File: src/rtl/m31_vector_loader.sv
// m31_vector_loader
//   Collects a stream of field words (modulus 2^WORD_WIDTH-1) into two
//   operand vectors for a downstream dot-product stage. Words 0..N-1 fill
//   vec1, and words N..2N-1 fill vec2, in arrival order. Once both vectors are
//   complete, the loader holds them stable and refuses input until the
//   consumer acknowledges.
//
// Ports
//   clk         single clock, all state on the rising edge
//   reset       asynchronous active-low reset
//   in_valid    upstream word valid
//   in_data     upstream word
//   in_ready    loader accepts a word this cycle (depends on state only)
//   vec1        first operand vector  [0:VECTOR_SIZE-1]
//   vec2        second operand vector [0:VECTOR_SIZE-1]
//   out_valid   vec1/vec2 complete and stable
//   out_start   one-cycle pulse on the first FULL cycle
//   out_ack     consumer done; releases the buffers
//   fill_count  words accepted in the current load
//
// state  | meaning
// S_FILL | accepting words; in_ready=1, out_valid=0
// S_FULL | both vectors complete; in_ready=0, out_valid=1, waits for out_ack

module m31_vector_loader #(
  parameter int WORD_WIDTH  = 31,
  parameter int VECTOR_SIZE = 16
) (
  input  logic                              clk,
  input  logic                              reset,
  input  logic                              in_valid,
  input  logic [WORD_WIDTH-1:0]             in_data,
  output logic                              in_ready,
  output logic [WORD_WIDTH-1:0]             vec1 [0:VECTOR_SIZE-1],
  output logic [WORD_WIDTH-1:0]             vec2 [0:VECTOR_SIZE-1],
  output logic                              out_valid,
  output logic                              out_start,
  input  logic                              out_ack,
  output logic [$clog2(2*VECTOR_SIZE):0]    fill_count
);

  localparam int CW = $clog2(2*VECTOR_SIZE) + 1;
  localparam int IW = $clog2(VECTOR_SIZE);

  typedef enum logic {S_FILL, S_FULL} state_t;

  state_t                state_q;
  logic [CW-1:0]         fill_count_q;
  logic [CW-1:0]         fill_count_d;
  logic                  in_ready_q;
  logic                  out_valid_q;
  logic                  out_start_q;
  logic [WORD_WIDTH-1:0] vec1_q [0:VECTOR_SIZE-1];
  logic [WORD_WIDTH-1:0] vec2_q [0:VECTOR_SIZE-1];

  logic                  accept;
  logic [WORD_WIDTH-1:0] word_d;
  logic [IW-1:0]         elem_idx;
  logic                  sel_vec2;
  logic                  last_word;

  // in_ready_q mirrors the state, so acceptance never depends combinationally
  // on anything but in_valid and a flop.
  assign accept       = in_valid && in_ready_q;

  // All-ones is the second encoding of zero in this field; store it canonically.
  assign word_d       = (in_data == {WORD_WIDTH{1'b1}}) ? '0 : in_data;

  // Low bits of the count address the element; the next bit picks the vector.
  assign elem_idx     = fill_count_q[IW-1:0];
  assign sel_vec2     = fill_count_q[IW];
  assign last_word    = (fill_count_q == CW'(2*VECTOR_SIZE-1));
  assign fill_count_d = fill_count_q + CW'(1);

  always_ff @(posedge clk or negedge reset) begin
    if (!reset) begin
      state_q      <= S_FILL;
      fill_count_q <= '0;
      in_ready_q   <= 1'b1;
      out_valid_q  <= 1'b0;
      out_start_q  <= 1'b0;
      for (int k = 0; k < VECTOR_SIZE; k++) begin
        vec1_q[k] <= '0;
        vec2_q[k] <= '0;
      end
    end else begin
      case (state_q)
        S_FILL: begin
          if (accept) begin
            if (sel_vec2) vec2_q[elem_idx] <= word_d;
            else          vec1_q[elem_idx] <= word_d;
            fill_count_q <= fill_count_d;
            if (last_word) begin
              state_q     <= S_FULL;
              in_ready_q  <= 1'b0;
              out_valid_q <= 1'b1;
              out_start_q <= 1'b1;
            end
          end
        end
        S_FULL: begin
          out_start_q <= 1'b0;
          // An ack may arrive in the out_start cycle itself; FULL then lasts one cycle.
          if (out_ack) begin
            state_q      <= S_FILL;
            in_ready_q   <= 1'b1;
            out_valid_q  <= 1'b0;
            fill_count_q <= '0;
          end
        end
        default: begin
          state_q <= S_FILL;
        end
      endcase
    end
  end

  assign in_ready   = in_ready_q;
  assign out_valid  = out_valid_q;
  assign out_start  = out_start_q;
  assign fill_count = fill_count_q;
  assign vec1       = vec1_q;
  assign vec2       = vec2_q;

endmodule

File: config.mk
export PLATFORM = sky130hd
export DESIGN_NAME = m31_vector_loader
export DESIGN_NICKNAME = d
export VERILOG_FILES = /design/src/rtl/m31_vector_loader.sv
export SDC_FILE = /design/constraint.sdc
export NUM_CORES = 1
export LEC_CHECK = 0
export ABC_AREA = 1
export CORE_AREA = 2 2 408 410
export DETAILED_ROUTE_END_ITERATION = 10
export DIE_AREA = 0 0 410 412
export PLACE_DENSITY = 0.5
export SLEW_MARGIN = 20
export SYNTH_ARGS = -nofsm -noshare
export SYNTH_HDL_FRONTEND = slang
export SYNTH_SLANG_ARGS = --single-unit
File: constraint.sdc
create_clock -name clk -period 2.7 [get_ports clk]
set_input_delay 0.27 -clock clk [delete_from_list [all_inputs] [get_ports clk]]
set_output_delay 0.27 -clock clk [all_outputs]
set_load 0.1 [all_outputs]
==> metrics.md <==
| Metric | Value |
|---|---|
| Port bufs | `1,035` |
| Vert. Die Dim | `412 µm` |
| Inserted Clock Buffers | `114` |
| Crit path cell chain | `nand2_1, nor2_4, nand2_1, buf_4, nor3_4, inv_2, buf_12, nand2_1, nand2_1` |
| Drt wl/cell | `26.07 µm` |
| CTS tree | `built` |
| Combinational family with the most area after synthesis | `simple AND/OR/NAND/NOR gates` |
| Largest net degree at the start of global routing | `97` |
| Post-synthesis compound-gate area fraction | `0.1150%` |
| Worst Hold Class | `in -> async` |
| Status | `complete, no violations` |
| CP Class | `reg -> reg` |
| Slew Limit Headroom | `31.53%` |
| Post-route clock period utilization | `91.47%` |
| Placer Congestion | `0.8338` |
| Antenna violations before repair | `14` |
| Yosys top cell area share | `62.23%` |
| Placed Cells incl. Taps | `7,547` |
| R2R Setup Slk | `0.23 ns` |
| Core area | `164,200 µm²` |
| Worst-path fanout max | `23` |
| #FFs+latches synth | `1,002` |
| Layout net count | `5,514` |
| Warnings from Yosys | `0` |
| IO Pins | `1,036` |
| Vias in the first global route | `35,420` |
| Minimum clock period | `2.470 ns` |
| Simple-gate portion of the synthesized area | `32.21%` |
| Root Buffer | `clkbuf_16` |
| Final worst slack | `0.2303 ns` |
| Synth Flop Type | `dfrtp_1` |
| Adder-Cell Fraction of Synth Area | `0.1243%` |
| Post-synth EDFFs | `0` |
| Crit end category | `register` |
| Clock buffer depth | `3` |
| CTS H-Tree Depth | `3` |
| Share of post-route cells with drive strength above 1 | `26.35%` |
| Placed Area | `50,960 µm²` |
| Distinct cells, synth | `27` |
| Worst path most repeated cell | `nand2_1` |
| Drt pass-1 iters | `6` |
| Area growth from synthesis to layout | `36.17%` |
| Fmax | `0.4049 GHz` |
| Post-route antenna net violation count | `0` |
| Mux contribution to synthesized area | `0%` |
| Slowest CP cell | `dfstp_2` |
| Finished Layout Cells | `7,760` |
| Ys async rst share | `100.0%` |
| Reg2reg end | `vec2[35]$_DFFE_PN0P_` |
| Cell taking the most area after synthesis | `dfrtp_1` |
| Critical Path Start | `in_ready$_DFFE_PN1P_` |
| GRT Residual Overflow | `0` |
| Clock Skew | `0.04495 ns` |
| Clock transition at path regs | `0.06 ns` |
| Critical R2R Launch | `in_ready$_DFFE_PN1P_` |
| Post-CTS Setup Inserts | `0` |
| Synth Area per Inst | `8.816 µm²` |
| Crit path required time | `3.32 ns` |
| TNS Setup | `0 ns` |
| Cell Area, Synth | `40,250 µm²` |
| Worst-skew pair later-pin latency | `0.77 ns` |
| RSZ-0062 raised after global routing | `false` |
| Worst slew pin tran | `1.027 ns` |
| Iteration-0 DRC Markers | `3,690` |
| Num rows | `149` |
| Area contributors post-synth | `dfrtp_1, nand2_1, nand3_1` |
| Routed vias/inst | `4.781` |
| Post-route cell area | `54,810 µm²` |
| Post-synth net total | `4,605` |
| First-pass GRT wire length | `280.4 mm` |
| Hpwl dp | `133.3 mm` |
| DIE WIDTH | `410 µm` |
| Commonest cells in the synthesized netlist | `nand2_1, dfrtp_1, nand3_1, buf_2, clkbuf_1` |
| Total track usage | `23.07%` |
| Cells after Synth | `4,566` |
| Initial Util | `24.51%` |
| Worst path arrival time | `3.09 ns` |
| Slew Viols, Final | `0` |
| DRC viols | `0` |
| Overall routed net length | `202.3 mm` |
| Post-synthesis xor/xnor area fraction | `0%` |
| Crit path largest cell delay | `0.59 ns` |
| Full die area | `168,900 µm²` |
| Worst slack at placement | `0.002407 ns` |
| Most frequent cell after synthesis | `nand2_1` |
| Max-Cap Viols | `0` |
| Sequential area share after synthesis | `62.29%` |
| R2R cell count | `9` |
| Final hold viol count | `0` |
| Clk sinks | `1,002` |
| PostCTS Resize Cnt | `0` |
| CP Launch Type | `register` |
| Via count | `37,100` |
| Setup Viol. Count Final | `0` |
## metal layers
layer | track usage, % | wire length [µm] | part of all wire (%)
met5 | 0 | 0 | 0
met4 | 10.53 | 9936 | 4.9
met3 | 5.966 | 17350 | 8.6
met2 | 36.45 | 93630 | 46
met1 | 29.58 | 81370 | 40
## state kept, by name (all words and copies together) (netlist names)
signal / flops
fill_count: 6
in_ready: 1
out_start: 1
out_valid: 1
state_q: 1
vec1: 496
vec2: 496
## cells in the final DEF, fill, tap and decap left out
| cell type | instances |
|---|---|
| nand2_1 | 2030 |
| buf_4 | 1144 |
| dfrtp_1 | 1001 |
| nand3_1 | 995 |
| clkbuf_16 | 114 |
| buf_12 | 55 |
| inv_2 | 33 |
| clkinv_2 | 25 |
| clkbuf_8 | 25 |
| clkbuf_1 | 23 |
| nor2_1 | 20 |
| buf_2 | 17 |
| nor3_4 | 16 |
| inv_1 | 14 |
| nand2_2 | 9 |
| bufinv_16 | 7 |
| inv_6 | 5 |
| ha_1 | 4 |
| clkinv_16 | 4 |
| diode_2 | 3 |
| o21ai_0 | 3 |
| nor2_4 | 3 |
| clkinv_1 | 3 |
| clkinvlp_4 | 3 |
| nand2_4 | 2 |
| inv_8 | 2 |
| clkdlybuf4s50_1 | 2 |
| nor3_1 | 1 |
| o32ai_1 | 1 |
| o221ai_1 | 1 |
| o22ai_1 | 1 |
| a21boi_0 | 1 |
| clkinv_4 | 1 |
| dlygate4sd3_1 | 1 |
| dfstp_2 | 1 |
| buf_8 | 1 |
## metrics by stage
stage               hold WS, ns  util (%)
floorplan              -0.02559         -
global placement         0.2714     31.03
detailed placement       0.2646     31.03
CTS                     0.03571     33.37
global route            0.07582     33.37
finish                  0.09874     33.37
## worst max-delay path by stage
stage	to	slack, ns	depth (start not counted)
2_1_floorplan	vec1[290]$_DFFE_PN0P_	0.33	9
3_3_place_gp	vec2[35]$_DFFE_PN0P_	0.03	10
3_5_place_dp	vec2[46]$_DFFE_PN0P_	0.002	10
4_1_cts	vec2[53]$_DFFE_PN0P_	0.22	9
5_1_grt	vec2[31]$_DFFE_PN0P_	0.17	9
6_report	vec2[35]$_DFFE_PN0P_	0.23	9
## area by class of cell
class / instances / area [µm²]
flip-flops and latches: 1002 / 25080
diodes: 3 / 7.507
clock inverters: 47 / 553.0
fillers: 17070 / 109400
clock buffers: 162 / 3283
well taps: 2189 / 2739
multi-input cells: 3087 / 13150
inverters: 50 / 187.7
repair buffers: 1220 / 9819
## logic make-up after synthesis
group	Yosys count
flops	1002
buf+inv	477
compound gates	7
fa+ha+maj	4
simple gates	3076
## worst max-delay path: cells and delay by family, from the launching register on
family	cells	cell delay (ns)
buffers and inverters	3	0.58
flip-flops	1	0.59
AND/OR/NAND/NOR	6	1.14
## repair_timing
| item | in CTS | in global routing |
|---|---|---|
| endpoints found under the setup margin | 0 | 0 |
| endpoints found under the hold margin | 656 | 0 |
| hold buffers | 1 | 0 |
Power is left out: the tool's default activity adds up to more than one toggle a clock period on the data nets, which glitch-free logic cannot reach.
